**src/rtl/phase_driver_gen.sv**
```systemverilog
// Four-phase non-overlapping drive generator: each phase slot is DIV clocks of
// active-low drive followed by GAP dead clocks; free-running on run, single cycle on step.
module phase_driver_gen #(
    parameter int DIV   = 4,
    parameter int GAP   = 1,
    parameter int CNT_W = 16
) (
    input  logic             clk,
    input  logic             rst,
    input  logic             run,
    input  logic             step,
    output logic             FAZ1DR,
    output logic             FAZ2DR,
    output logic             FAZ2DR_n,
    output logic             FAZ3DR,
    output logic             FAZ4DR,
    output logic [1:0]       phase,
    output logic             busy,
    output logic             cycle_done,
    output logic [CNT_W-1:0] cycle_count
);

    localparam int SPAN = (DIV > GAP) ? DIV : GAP;
    localparam int SW   = (SPAN > 1) ? $clog2(SPAN) : 1;
    localparam logic [SW-1:0] DRV_LAST = SW'(DIV - 1);
    localparam logic [SW-1:0] GAP_LAST = SW'((GAP > 0) ? GAP - 1 : 0);

    typedef enum logic [1:0] {IDLE, DRIVE, DEAD} state_t;

    state_t        state, state_nx;
    logic [SW-1:0] slot, slot_nx;
    logic [1:0]    phase_nx;
    logic          end_slot;
    logic [3:0]    faz_nx;
    logic          done_nx;

    always_comb begin
        state_nx = state;
        slot_nx  = slot;
        phase_nx = phase;
        end_slot = 1'b0;
        unique case (state)
            IDLE: begin
                if (run || step) begin
                    state_nx = DRIVE;
                    slot_nx  = '0;
                    phase_nx = 2'd0;
                end
            end
            DRIVE: begin
                if (slot == DRV_LAST) begin
                    if (GAP > 0) begin
                        state_nx = DEAD;
                        slot_nx  = '0;
                    end else begin
                        end_slot = 1'b1;
                    end
                end else begin
                    slot_nx = slot + SW'(1);
                end
            end
            DEAD: begin
                if (slot == GAP_LAST) end_slot = 1'b1;
                else                  slot_nx  = slot + SW'(1);
            end
            default: state_nx = IDLE;
        endcase

        // Slot boundary: advance phase, or close the cycle and let run decide
        if (end_slot) begin
            slot_nx = '0;
            if (phase != 2'd3) begin
                phase_nx = phase + 2'd1;
                state_nx = DRIVE;
            end else if (run) begin
                phase_nx = 2'd0;
                state_nx = DRIVE;
            end else begin
                state_nx = IDLE;
            end
        end
    end

    // Output decode is taken from next-state so every output is a plain register
    always_comb begin
        faz_nx = 4'hF;
        for (int i = 0; i < 4; i++)
            faz_nx[i] = !(state_nx == DRIVE && phase_nx == 2'(i));
        done_nx = (phase_nx == 2'd3) &&
                  ((state_nx == DEAD && slot_nx == GAP_LAST) ||
                   (GAP == 0 && state_nx == DRIVE && slot_nx == DRV_LAST));
    end

    always_ff @(posedge clk or posedge rst) begin
        if (rst) begin
            state       <= IDLE;
            slot        <= '0;
            phase       <= 2'd0;
            busy        <= 1'b0;
            cycle_done  <= 1'b0;
            cycle_count <= '0;
            FAZ1DR      <= 1'b1;
            FAZ2DR      <= 1'b1;
            FAZ3DR      <= 1'b1;
            FAZ4DR      <= 1'b1;
            FAZ2DR_n    <= 1'b0;
        end else begin
            state      <= state_nx;
            slot       <= slot_nx;
            phase      <= phase_nx;
            busy       <= (state_nx != IDLE);
            cycle_done <= done_nx;
            if (cycle_done) cycle_count <= cycle_count + CNT_W'(1);
            FAZ1DR     <= faz_nx[0];
            FAZ2DR     <= faz_nx[1];
            FAZ3DR     <= faz_nx[2];
            FAZ4DR     <= faz_nx[3];
            FAZ2DR_n   <= ~faz_nx[1];
        end
    end

endmodule
```
**config.mk**
```make
export PLATFORM = sky130hd
export DESIGN_NAME = phase_driver_gen
export DESIGN_NICKNAME = d
export VERILOG_FILES = /design/src/rtl/phase_driver_gen.sv
export SDC_FILE = /design/constraint.sdc
export NUM_CORES = 1
export LEC_CHECK = 0
export BUFFER_PORTS_ARGS = -buffer_cell sky130_fd_sc_hd__buf_2
export CORE_MARGIN = 2
export CORE_UTILIZATION = 57
export DETAILED_ROUTE_END_ITERATION = 6
export PLACE_DENSITY = 0.83
export SLEW_MARGIN = 20
export SYNTH_ARGS = -nofsm -noshare
export SYNTH_HDL_FRONTEND = slang
export SYNTH_SLANG_ARGS = --single-unit
```
**constraint.sdc**
```tcl
create_clock -name clk -period 4.6 [get_ports clk]
set_clock_uncertainty 0.15 [all_clocks]
set_input_delay 0.46 -clock clk [delete_from_list [all_inputs] [get_ports clk]]
set_output_delay 0.46 -clock clk [all_outputs]
set_load 0.02 [all_outputs]
```
## Word-level counts from Yosys, hierarchy flattened

Cells that the tools add are included.
W data, S select, Z words.

- Flip-flop bits (word level): 29
- Input port bits: 4
- Output and inout port bits: 25
- Word-level logic and storage cells: 57

- Add/subtract/negate cells: 3
- Eq/ne operators: 9
- Muxes and demuxes: 18
- Reductions and logical operators: 16

Operators by type and width:

| operator | number |
|---|---|
| $mux W2 | 12 |
| $add A16 B1 Y16 const B | 1 |
| $pmux W2 S3 | 2 |
| $eq A2 B2 Y1 const B | 5 |
| $logic_not A2 Y1 | 4 |
| $eq A2 B1 Y1 const B | 3 |
| $logic_and A1 B1 Y1 | 6 |
| $add A2 B1 Y2 const B | 2 |
| $logic_not A1 Y1 | 4 |
| $mux W1 | 4 |
| $ne A2 B2 Y1 const B | 1 |
| $reduce_bool A2 Y1 | 1 |
| $logic_or A1 B1 Y1 | 1 |

## Depth between registers and ports, before layout

Gate-level depths: netlist of the first run.

- Word-level depth: 9
- Gate-level depth with buffers: 7
- Mapped depth without buffers: 7

## Least setup slack after synthesis of the first run

No wires, ideal clock.

- Kind: register to register
- From: reg phase[0]
- To: reg cycle_done
- Library setup time: 95 ps
- Arrival: 1453 ps
- Data required time: 4355 ps
- Setup slack: 2902 ps
- Stages on the path, launching flop included: 6
- Buffers on the path: 0
- Clock period less this slack: 1698 ps
- Cells stage by stage: dfrtp_1 ha_1 and4bb_1 nand2_2 a32oi_1 nor4b_2

- Longest elaborated chain between the ends: 7
- Elaborated cells on any way between the ends: 13
- Those cells by class: add/sub (1); eq/ne (3); mux (7); reduce/logical (2)

RTL lines:

| element | line | source |
|---|---|---|
| from (decl) | 17 | `output logic [1:0] phase,` |
| from (signal assigned) | 110 | `phase <= phase_nx;` |
| $mux W2 | 44 | `if (run \|\| step) begin` |
| $mux W2 | 42 | `unique case (state)` |
| $mux W2 | 75 | `end else if (run) begin` |
| $mux W2 | 72 | `if (phase != 2'd3) begin` |
| $mux W2 | 70 | `if (end_slot) begin` |
| $eq A2 B2 Y1 | 89 | `done_nx = (phase_nx == 2'd3) &&` |
| $logic_and A1 B1 Y1 (*) | 89 |  |
| net done_nx | 35 | `logic done_nx;` |
| to (signal assigned) | 112 | `cycle_done <= done_nx;` |
| to (decl) | 19 | `output logic cycle_done,` |

The timed path passes the listed nets; every way through them passes the cells marked *.
A chain may end at the register's enable or synchronous reset.

## Worst setup path in the final report of the first run

- From: reg slot[0]
- To: reg cycle_done

- Longest elaborated chain between the ends: 7
- Elaborated cells on any way between the ends: 19
- Those cells by class: add/sub (1); eq/ne (3); mux (11); reduce/logical (4)

RTL lines:

| element | line | source |
|---|---|---|
| from (decl) | 31 | `logic [SW-1:0] slot, slot_nx;` |
| from (signal assigned) | 109 | `slot <= slot_nx;` |
| $add A2 B1 Y2 (tied with other cells) | 59, 64 |  |
| $mux W2 (tied with other cells) | 63 | `if (slot == GAP_LAST) end_slot = 1'b1;` |
| $pmux W2 S3 / $mux W1 (equally long branches) | - |  |
| $mux W2 | 70 |  |
| $logic_not A2 Y1 / $eq A2 B2 Y1 (equally long branches) | 90 | `((state_nx == DEAD && slot_nx == GAP_LAST) \|\|` |
| $logic_and A1 B1 Y1 | 90 |  |
| $logic_and A1 B1 Y1 (*) | 89 |  |
| net done_nx | 35 |  |

Marked as above.

==> out/qor.yml, run 1 <==
run_status:
  status: "finished, final reports clean"
route:
  drt-wirelength-per-cell_um: 13.4
  route.detailed.drc: 0
  drt_pre_antenna_iters: 4
  viasPerCell: 5.38
  vias: 941
  first_iter_violations: 17
  antenna_left: 0
  wirelength_mm: 2.34
cts:
  post-cts-setup-buffers: 0
  h-tree-depth: 2
  insertion_delay_ps: 330
  ctsHoldBuffers: 0
  clock-sinks: 29
  cts_buffers: 5
  cts_resized: 0
  clk_pin_slew_ps: 80
  cts_root_buf: "clkbuf_4"
  clockBufferDepth: 2
  tritoncts: "done"
pwr:
  powerDensity_nw_per_um2: 468
  power_frac_seq_pct: 48.3
  clkPwrFrac_pct: 19.4
  p_leak_nw: 0.818
  p_int_w: 0.000459
  comb_power_share_pct: 32.3
  power.switching_w: 0.000278
  power.share.switching_pct: 37.7
  vdd_drop_max_uv: 341
sta:
  hold_slack_ps: 31.2
  fin_ws_ps: 2810
  relSlewSlack_pct: 61.6
  setup_tns_ps: 0
  drv_slew: 0
  period_needed_ps: 1790
  hold_viol: 0
  max_freq_ghz: 0.558
  grt_setup_unrepaired: "no"
  fin_crit_sh_pct: 39.0
  setup_viol: 0
  worst_slew_pin_slew_ps: 576
setup_path:
  crit_path_max_fanout: 6
  path_class: "flop to flop"
  critical-path-max-stage-delay_ps: 430
  slowest_stage: "dfrtp_1"
  worstPathRequired_ps: 4690
  worst-endpoint-arrival_ps: 1880
  reg2reg_depth: 6
  crit_chain: "inv_1 -> ha_1 -> and4bb_1 -> nand2_2 -> a32oi_1 -> nor4b_2"
  end_kind: "flop"
  cp-start-kind: "flop"
placed_design:
  dpl.hpwl_mm: 1.77
  place_ws_ps: 2820
  gp_congestion: 0.846
  io_buffers: 28
  placed_area_um2: 1520
floorplanning:
  die_y_um: 53.1
  top_level_ports: 29
  coreArea_um2: 2230
  initial_core_util_pct: 61.4
  chipWidth_um: 53.1
  rows: 17
  dieArea_um2: 2810
final_layout:
  fin_nets: 155
  area_delta_synth_final_pct: 14.7
  multi_input_area_um2: 596
  stdcell_area_um2: 1570
  drive_gt1_share_pct: 33.3
  regArea_um2: 731
  antennaDiodeCount: 0
  nFillCells: 171
global_route:
  gr-total-overflow: 0
  grt_max_degree: 30
  grt_pass1_wl_mm: 4.08
  grtUsageTotal_pct: 21.2
  antenna_found_initial: 0
  grt_pass1_vias: 917
logic_synthesis:
  synth-xor-area-share_pct: 9.58
  netlist_area_um2: 1370
  synth_nets: 122
  synth_cells: 113
  ys_top_cells_by_count: "dfrtp_1, xnor2_1, nand2_1"
  async_reset_ff_share_pct: 100
  synth.avg_cell_area_um2: 12.1
  synth_edf_count: 0
  synth_mux_area_share_pct: 2.28
  synthTopCellsByArea: "dfrtp_1, dfstp_2, xnor2_1"
  yosys.cell_count.top_type: "dfrtp_1"
  ys_types: 35
  synth_top_family_by_area: "simple AND/OR/NAND/NOR gates"
  synth_compound_area_share_pct: 7.66
  synth-seq-area-share_pct: 53.3
  synthAdderAreaFrac_pct: 4.56
  synthSimpleGateAreaFrac_pct: 19.3
  yosys.area.top_type: "dfrtp_1"
  synth_seq_cells: 29
  synth_top_area_share_pct: 45.6
  yosysWarnings: 0
  ys.flop_type: "dfrtp_1"
hold_path:
  hold_class: "input port to asynchronous set/reset pin"
flow_run:
  cap_violations: 0
==> path summary, 6_finish.rpt <==
check                                               to  slack, ps                        start
hold reg to reg            cycle_count[15]$_DFFE_PP0P_        330  cycle_count[15]$_DFFE_PP0P_
hold / removal              cycle_count[3]$_DFFE_PP0P_         30                          rst
min in group clk           cycle_count[15]$_DFFE_PP0P_        330  cycle_count[15]$_DFFE_PP0P_
max in group asynchronous             FAZ3DR$_DFF_PP1_       3890                          rst
setup / recovery                  cycle_done$_DFF_PP0_       2810            slot[0]$_DFF_PP0_
setup reg to reg                  cycle_done$_DFF_PP0_       2810            slot[0]$_DFF_PP0_
==> routing by layer <==
metal,vias up,GRT usage (%),part of all wire [%]
met4,0,8.97,2.0
met5,-,0,0
met3,7,8.47,4.6
met1,451,26.7,45
met2,20,32.3,48
li1,463,-,-
==> layout make-up <==
class,count,share of cell area [%]
clock buffers,8,3.10
repair buffers,28,8.91
flip-flops and latches,29,46.5
well taps,28,2.23
multi-input cells,76,37.9
inverters,6,1.43
==> flip-flops by register name (all words and copies together) (netlist names) <==
| signal | cells |
|---|---|
| cycle_count | 16 |
| phase | 2 |
| slot | 2 |
| state | 2 |
| FAZ1DR | 1 |
| FAZ2DR | 1 |
| FAZ2DR_n | 1 |
| FAZ3DR | 1 |
| FAZ4DR | 1 |
| busy | 1 |
| cycle_done | 1 |
==> cell usage in the layout (no fill, tap or decap), types with 2 or more instances in the layout <==
cell,count
buf_2,28
dfrtp_1,25
xnor2_1,10
nand2_1,9
and3_1,5
xor2_1,5
ha_1,5
clkbuf_4,5
dfstp_2,4
and4_1,4
nand3_1,4
nand4_1,4
inv_1,4
nor2_1,3
nor2b_1,3
clkbuf_1,3
inv_2,2
o21ai_0,2
a21oi_1,2
a32oi_1,2
mux2i_1,2
==> power groups by stage <==
stage          sequential (W)  clock [W]  combinational [W]
3_5_place_dp         0.000360          0           0.000242
5_1_grt              0.000365   0.000161           0.000268
2_1_floorplan        0.000374          0           0.000172
6_report             0.000356   0.000143           0.000238
3_3_place_gp         0.000356          0           0.000231
4_1_cts              0.000355   0.000148           0.000243
==> per-stage QoR <==
stage,util (%),instances,power [W]
4_1_cts,70.4,175,0.000745
6_report,70.4,175,0.000736
2_1_floorplan,-,113,0.000546
3_3_place_gp,68.2,167,0.000587
5_1_grt,70.4,175,0.000794
3_5_place_dp,68.2,167,0.000602
==> cell families (layout without fill, tap and decap cells) <==
| kind of cell | Yosys count | after routing |
|---|---|---|
| multiplexers | 3 | 3 |
| AND/OR/NAND/NOR | 41 | 41 |
| buffers and inverters | 8 | 42 |
| XOR/XNOR | 15 | 15 |
| adder cells (fa/ha/maj) | 5 | 5 |
| AO/OA/AOI/OAI | 12 | 12 |
| flip-flops | 29 | 29 |
==> worst max-delay path: cells and delay by family, from the launching register on <==
family | cells | cell delay (ps)
compound gates | 1 | 220
fa+ha+maj | 1 | 240
buf+inv | 1 | 100
flops | 1 | 430
simple gates | 3 | 570
(Power assumes the default switching activity.)
==> run 2: changes to the inputs <==
--- a/config.mk
+++ b/config.mk
@@ -5,11 +5,12 @@
 export SDC_FILE = /design/constraint.sdc
 export NUM_CORES = 1
 export LEC_CHECK = 0
+export ABC_AREA = 1
 export BUFFER_PORTS_ARGS = -buffer_cell sky130_fd_sc_hd__buf_2
 export CORE_MARGIN = 2
-export CORE_UTILIZATION = 57
+export CORE_UTILIZATION = 49
 export DETAILED_ROUTE_END_ITERATION = 6
-export PLACE_DENSITY = 0.83
+export PLACE_DENSITY = 0.75
 export SLEW_MARGIN = 20
 export SYNTH_ARGS = -nofsm -noshare
 export SYNTH_HDL_FRONTEND = slang
==> constraint.sdc (replaced) <==
create_clock -name clk -period 1.45 [get_ports clk]
set_clock_uncertainty 0.15 [all_clocks]
set_input_delay 0.145 -clock clk [delete_from_list [all_inputs] [get_ports clk]]
set_output_delay 0.145 -clock clk [all_outputs]
set_load 0.02 [all_outputs]
==> run 2 against run 1 <==
  * The run now ends with setup timing left
  * Area after synthesis up 8.5%
  * Total power rose to 3.4 times the previous value
  * Largest power group is now combinational logic
  * Die area up 24%
==> out/qor.yml, run 2 <==
logic_synthesis:
  ys_types: 24  # -31%
  synth_top_area_share_pct: 42.1  # -3.6 points
  yosysWarnings: 0  # unchanged
  synth_edf_count: 0  # unchanged
  yosys.area.top_type: "dfrtp_1"
  async_reset_ff_share_pct: 100  # unchanged
  synthTopCellsByArea: "dfrtp_1, nand2_1, inv_1"
  yosys.cell_count.top_type: "nand2_1"
  netlist_area_um2: 1490  # +8.5%
  synth.avg_cell_area_um2: 8.55  # -30%
  synth_nets: 183  # +50%
  ys_top_cells_by_count: "nand2_1, inv_1, dfrtp_1, nor2_1, nand3_1"
  synth-seq-area-share_pct: 49.1  # -4.2 points
  synth_cells: 174  # +54%
  synth_seq_cells: 29  # unchanged
  ys.flop_type: "dfrtp_1"
setup_path:
  crit_path_max_fanout: 3  # -3
  end_kind: "flop"
  cp-start-kind: "flop"
  critical-path-max-stage-delay_ps: 400  # -30 ps
  crit_chain: "inv_2 -> buf_6 -> ha_4 -> inv_1 -> nor2_1 -> nor2_1 -> nand2_1 -> nand2_2 -> nand3_2 -> nor2_2"
  worst-endpoint-arrival_ps: 1620  # -260 ps
  cp_num_buf_inv: 3  # +2
  path_class: "flop to flop"
  crit_path_frequent_cell: "nor2_1"
  critical_path.top_delay_family: "simple AND/OR/NAND/NOR gates"
  slowest_stage: "dfrtp_1"
  worstPathRequired_ps: 1550  # -3140 ps
placed_design:
  io_buffers: 28  # unchanged
  dpl.hpwl_mm: 2.20  # +24%
  gp_congestion: 0.750  # -11%
  place_ws_ps: -60.7  # -2880 ps
  place_inst: 239  # +43%
route:
  wirelength_mm: 3.23  # +38%
  wl_met3_um: 143  # +32%
  drt_pre_antenna_iters: 4  # unchanged
  top_layer_used: "met4"
  antenna_left: 0  # unchanged
  wl_met2_mm: 1.63  # +45%
  vias: 1287  # +37%
  viasPerCell: 4.95  # -7.9%
  drt-wirelength-per-cell_um: 12.4  # -7.0%
  first_iter_violations: 47  # +30
  route.detailed.drc: 0  # unchanged
  wirelength_met1_mm: 1.42  # +34%
cts:
  insertion_delay_ps: 330  # about the same
  clockBufferDepth: 2  # unchanged
  clock-sinks: 29  # unchanged
  tritoncts: "done"
  cts_buffers: 5  # unchanged
  clk_pin_slew_ps: 90  # about the same
  h-tree-depth: 2  # unchanged
  cts_root_buf: "clkbuf_4"
global_route:
  grt_max_degree: 30  # unchanged
  grt_pass1_vias: 1205  # +31%
  antenna_found_initial: 0  # unchanged
  gr-total-overflow: 0  # unchanged
  grt_pass1_wl_mm: 5.06  # +24%
  grtUsageTotal_pct: 19.4  # -1.9 points
final_layout:
  final_common_cell: "nand2_1"
  layout_common_cells: "nand2_1, buf_2, inv_1"
  fin_nets: 237  # +53%
  antennaDiodeCount: 0  # unchanged
  area_delta_synth_final_pct: 36.7
  largest_register_ffs: 16  # unchanged
  fin_cells: 260  # +49%
  top_register: "cycle_count"
  drive_gt1_share_pct: 44.5  # +11 points
sta:
  relSlewSlack_pct: 76.8  # +15 points
  max_freq_ghz: 0.660  # +18%
  setup_tns_ps: -155  # -155 ps
  period_needed_ps: 1520  # -278 ps
  grt_setup_unrepaired: "yes"
  hold_viol: 0  # unchanged
  drv_slew: 0  # unchanged
  setup_viol: 6  # +6
  fin_ws_ps: -65.5  # -2870 ps
  fin_crit_sh_pct: 105  # +66 points
  worst_slew_pin_slew_ps: 349  # -227 ps
  hold_slack_ps: 99.9  # +68.6 ps
run_status:
  violations: "setup timing"
  status: "finished, violations left"
floorplanning:
  dieArea_um2: 3490  # +24%
  top_level_ports: 29  # unchanged
  rows: 19  # +2
  chipWidth_um: 59.1  # +11%
  die_y_um: 59.1  # +11%
  coreArea_um2: 2830  # +27%
  initial_core_util_pct: 52.6  # -8.8 points
flow_run:
  cap_violations: 0  # unchanged
pwr:
  clkPwrFrac_pct: 18.1  # -1.3 points
  comb_power_share_pct: 41.1  # +8.8 points
  powerDensity_nw_per_um2: 1240  # +170%
  power_frac_seq_pct: 40.8  # -7.5 points
  power.switching_w: 0.000947  # +240%
  power.share.switching_pct: 37.5  # -0.21 points
  p_int_w: 0.00158  # +240%
  p_leak_nw: 1.06  # +29%
  vdd_drop_max_uv: 868  # +150%
  power_w: 0.00252  # +240%
hold_path:
  hold_class: "input port to flop"
==> run 2: cells by family (layout without fill, tap and decap cells) <==
logic type               after synthesis  in the layout  synth area share, %
AND/OR/NAND/NOR                       90             90                 29.6
buffers and inverters                 34             89                 8.58
flip-flops                            29             29                 49.1
XOR/XNOR                              11             11                 6.48
adder cells (fa/ha/maj)                5              5                 4.21
AO/OA/AOI/OAI                          5              5                 2.02
==> run 2: cell type report <==
type,count,area [um2]
clock buffers,6,41.3
clock inverters,2,10.0
fillers,207,796
inverters,34,133
multi-input cells,111,766
flip-flops and latches,29,739
well taps,31,38.8
repair buffers,47,305
==> run 2: through the flow <==
step           util [%]  cell area (um2)
6_report           71.9             2030
5_1_grt            71.9             2030
4_1_cts            65.9             1870
3_5_place_dp       60.6             1710
3_3_place_gp       60.6             1710
2_1_floorplan         -             1490
==> run 2: power by group through the flow <==
stage	Combinational (W)	Clock, W	Sequential [W]
detailed placement	0.000727	0	0.00103
finish	0.00104	0.000456	0.00103
floorplan	0.000442	0	0.00109
global route	0.00115	0.000485	0.00104
CTS	0.000964	0.000468	0.00102
global placement	0.000682	0	0.00102
==> run 2: what timing repair did <==
action                                 in CTS  in global routing
endpoints found under the hold margin      28                  0
setup endpoints to repair                   9                 17
pin swaps                                   5                 15
hold buffers                                1                  0
resized for setup                          13                 34
setup buffers                               5                  7
==> run 2: tightest hold or removal path: stages <==
cell,delay (ps)
buf_2,90
nor2_1,50
nand2_1,60
nand2_1,60
nand2_1,80
a21oi_1,60
==> run 2: routing by layer <==
metal	track usage, %	vias up
met5	0	-
met2	33.2	31
li1	-	640
met3	5.24	4
met4	6.82	0
met1	23.4	612
==> run 2: worst paths after layout <==
kind / from / endpoint / slack, ps / depth (start not counted)
max: slot[0]$_DFF_PP0_ / cycle_done$_DFF_PP0_ / -70 / 10
min: step / slot[1]$_DFF_PP0_ / 100 / 6
max reg2reg: slot[0]$_DFF_PP0_ / cycle_done$_DFF_PP0_ / -70 / 10
min reg2reg: cycle_count[10]$_DFFE_PP0P_ / cycle_count[10]$_DFFE_PP0P_ / 380 / 1
max in group asynchronous: rst / FAZ3DR$_DFF_PP1_ / 580 / 4
min in group asynchronous: rst / cycle_count[14]$_DFFE_PP0P_ / 260 / 4
==> run 3: changes to the inputs <==
--- a/config.mk
+++ b/config.mk
@@ -7,10 +7,11 @@
 export LEC_CHECK = 0
 export ABC_AREA = 1
 export BUFFER_PORTS_ARGS = -buffer_cell sky130_fd_sc_hd__buf_2
-export CORE_MARGIN = 2
-export CORE_UTILIZATION = 49
+export CORE_MARGIN = 4
+export CORE_UTILIZATION = 51
+export CTS_BUF_LIST = sky130_fd_sc_hd__clkbuf_4
 export DETAILED_ROUTE_END_ITERATION = 6
-export PLACE_DENSITY = 0.75
+export PLACE_DENSITY = 0.78
 export SLEW_MARGIN = 20
 export SYNTH_ARGS = -nofsm -noshare
 export SYNTH_HDL_FRONTEND = slang
==> run 3 against run 2 <==
  * The run still ends with setup timing left
  * Global-route usage is 1.5 points lower
  * Critical path depth did not move
  * Final area is 2.1% lower
  * Sequential share of layout area up 0.78 points
  * Combinational power decreased by 15%
  * Worst setup slack better by 38 ps
  * Wire length fell by 4.1%
  * Flip-flop and latch count is the same
  * First-iteration DRC count increased by 21%
  * Critical path type unchanged
  * Largest power group is now registers
  * Highest routed layer unchanged
==> out/qor.yml, run 3 (synthesized netlist as in run 2, its figures left out) <==
run_status:
  status: "finished, violations left"
  violations: "setup timing"
cts:
  cts_buffers: 5  # unchanged
  clockBufferDepth: 2  # unchanged
  cts_root_buf: "clkbuf_4"
  clock-sinks: 29  # unchanged
  h-tree-depth: 2  # unchanged
  insertion_delay_ps: 320  # about the same
  clk_pin_slew_ps: 90  # about the same
  tritoncts: "done"
global_route:
  grt_max_degree: 30  # unchanged
  grt_pass1_vias: 1133  # -6.0%
  grtUsageTotal_pct: 17.9  # -1.5 points
  met3_usage_pct: 8.47  # +3.2 points
  gr-total-overflow: 0  # unchanged
  met2_usage_pct: 25.9  # -7.3 points
  antenna_found_initial: 0  # unchanged
  use_met1_pct: 23.8  # +0.41 points
  grt_pass1_wl_mm: 4.86  # -3.9%
  busiest_layer: "met2"
pwr:
  p_leak_nw: 1.05  # -0.65%
  clkPwrFrac_pct: 25.7  # +7.6 points
  power.share.switching_pct: 33.4  # -4.1 points
  vdd_drop_max_uv: 1490  # +72%
  power_frac_seq_pct: 39.4  # -1.4 points
  p_int_w: 0.00170  # +7.6%
  powerDensity_nw_per_um2: 1280  # +3.1%
  power.switching_w: 0.000851  # -10%
  comb_power_share_pct: 34.9  # -6.2 points
sta:
  drv_slew: 0  # unchanged
  relSlewSlack_pct: 75.8  # -0.94 points
  period_needed_ps: 1480  # -37.6 ps
  fin_ws_ps: -27.9  # +37.6 ps
  setup_viol: 5  # -1
  worst_slew_pin_slew_ps: 363  # +14.1 ps
  hold_viol: 0  # unchanged
  max_freq_ghz: 0.677  # +2.5%
  hold_slack_ps: 99.6  # -0.307 ps
  fin_crit_sh_pct: 102  # -2.6 points
  grt_setup_unrepaired: "yes"
placed_design:
  placed_area_um2: 1730  # +0.88%
  gp_congestion: 0.859  # +15%
  place_inst: 241  # +0.84%
  io_buffers: 28  # unchanged
  dpl.hpwl_mm: 2.17  # -1.1%
floorplanning:
  die_y_um: 62.0  # +4.9%
  coreArea_um2: 2780  # -1.7%
  rows: 19  # unchanged
  dieArea_um2: 3850  # +10%
  chipWidth_um: 62.0  # +4.9%
  top_level_ports: 29  # unchanged
  initial_core_util_pct: 53.5  # +0.90 points
final_layout:
  stdcell_area_um2: 1990  # -2.1%
  nFillCells: 206  # -0.48%
  fin_nets: 236  # -0.42%
  top_register: "cycle_count"
  antennaDiodeCount: 0  # unchanged
  drive_gt1_share_pct: 41.7  # -2.9 points
  area_delta_synth_final_pct: 33.8
  largest_register_ffs: 16  # unchanged
  final_common_cell: "nand2_1"
  layout_common_cells: "nand2_1, inv_1, buf_2"
  fin_cells: 259  # -0.38%
hold_path:
  hold_path_depth: 6  # unchanged
  worst_hold_path.endpoint: "slot[1]$_DFF_PP0_"
  hp-start: "run"
  hold_class: "input port to flop"
route:
  viasPerCell: 4.88  # -1.3%
  vias: 1265  # -1.7%
  drt_pre_antenna_iters: 4  # unchanged
  route.detailed.drc: 0  # unchanged
  drt-wirelength-per-cell_um: 12.0  # -3.7%
  first_iter_violations: 57  # +21%
  wirelength_mm: 3.10  # -4.1%
  antenna_left: 0  # unchanged
setup_path:
  worstPathRequired_ps: 1570  # +20 ps
  reg2reg_depth: 10  # unchanged
  rrSetupSlack_ps: -30  # +40 ps
  end_kind: "flop"
  crit_path_max_fanout: 5  # +2
  reg2reg_to: "FAZ2DR_n$_DFF_PP0_"
  cp-start-kind: "flop"
  worst-endpoint-arrival_ps: 1590  # -30 ps
  r2r_start: "slot[1]$_DFF_PP0_"
  path_class: "flop to flop"
flow_run:
  cap_violations: 0  # unchanged
-- run 3: critical path, stage by stage, from the launching register on --
cell and delay, ps:
dfrtp_1 400, inv_1 70, ha_2 190, nand3_2 110, inv_4 100, nand2_4 70
nand2_2 90, nand2_4 60, inv_2 60, nand3_2 80, inv_2 50
-- run 3: repair_timing --
action                                  4_1_cts  5_1_grt
gates resized for setup                       5       32
hold buffers                                  1        0
setup buffers                                 3        6
pin swaps                                     1       12
hold endpoints to repair                     25        0
endpoints found under the setup margin        6       18
-- run 3: per-layer routing --
layer  share of wire [%]  routed length [um]
met2                  48                1480
met3                 6.8                 212
met5                   0                   0
met4                 1.1                  35
met1                  44                1370
-- run 3: power groups by stage --
stage          combinational, W  sequential, W  clock (W)
2_1_floorplan          0.000442        0.00109          0
3_3_place_gp           0.000724        0.00102          0
3_5_place_dp           0.000725        0.00102          0
4_1_cts                0.000781        0.00100   0.000678
5_1_grt                 0.00102        0.00103   0.000714
6_report               0.000889        0.00100   0.000654
-- run 3: layout make-up --
type | instances | area (um2) | area share (%)
Sequential cell | 29 | 739 | 37.1
Multi-Input combinational cell | 111 | 706 | 35.4
Timing Repair Buffer | 46 | 298 | 15.0
Inverter | 34 | 130 | 6.54
Clock buffer | 6 | 45.0 | 2.26
Tap cell | 31 | 38.8 | 1.95
Clock inverter | 2 | 33.8 | 1.70
-- run 3: how the worst max path moves through the flow --
stage | slack, ps | start | cells past startpoint | to
final | -30 | slot[1]$_DFF_PP0_ | 10 | FAZ2DR_n$_DFF_PP0_
after global placement | -10 | slot[0]$_DFF_PP0_ | 9 | cycle_done$_DFF_PP0_
after global routing | -160 | slot[1]$_DFF_PP0_ | 10 | FAZ2DR_n$_DFF_PP0_
after CTS | 0.5 | slot[1]$_DFF_PP0_ | 10 | FAZ2DR_n$_DFF_PP0_
after detailed placement | -60 | slot[0]$_DFF_PP0_ | 10 | FAZ2DR_n$_DFF_PP0_
after floorplan | 10 | cycle_count[0]$_DFFE_PP0P_ | 8 | cycle_count[14]$_DFFE_PP0P_
-- run 3: through the flow --
step / setup TNS, ps / worst slack (ps) / total power [W] / util (%)
global placement: -9.86 / -9.86 / 0.00174 / 62.2
floorplan: 0 / 12.4 / 0.00154 / -
CTS: 0 / 0.471 / 0.00246 / 66.4
detailed placement: -169 / -62.1 / 0.00174 / 62.2
global route: -1200 / -157 / 0.00276 / 71.6
finish: -66.2 / -27.9 / 0.00255 / 71.6
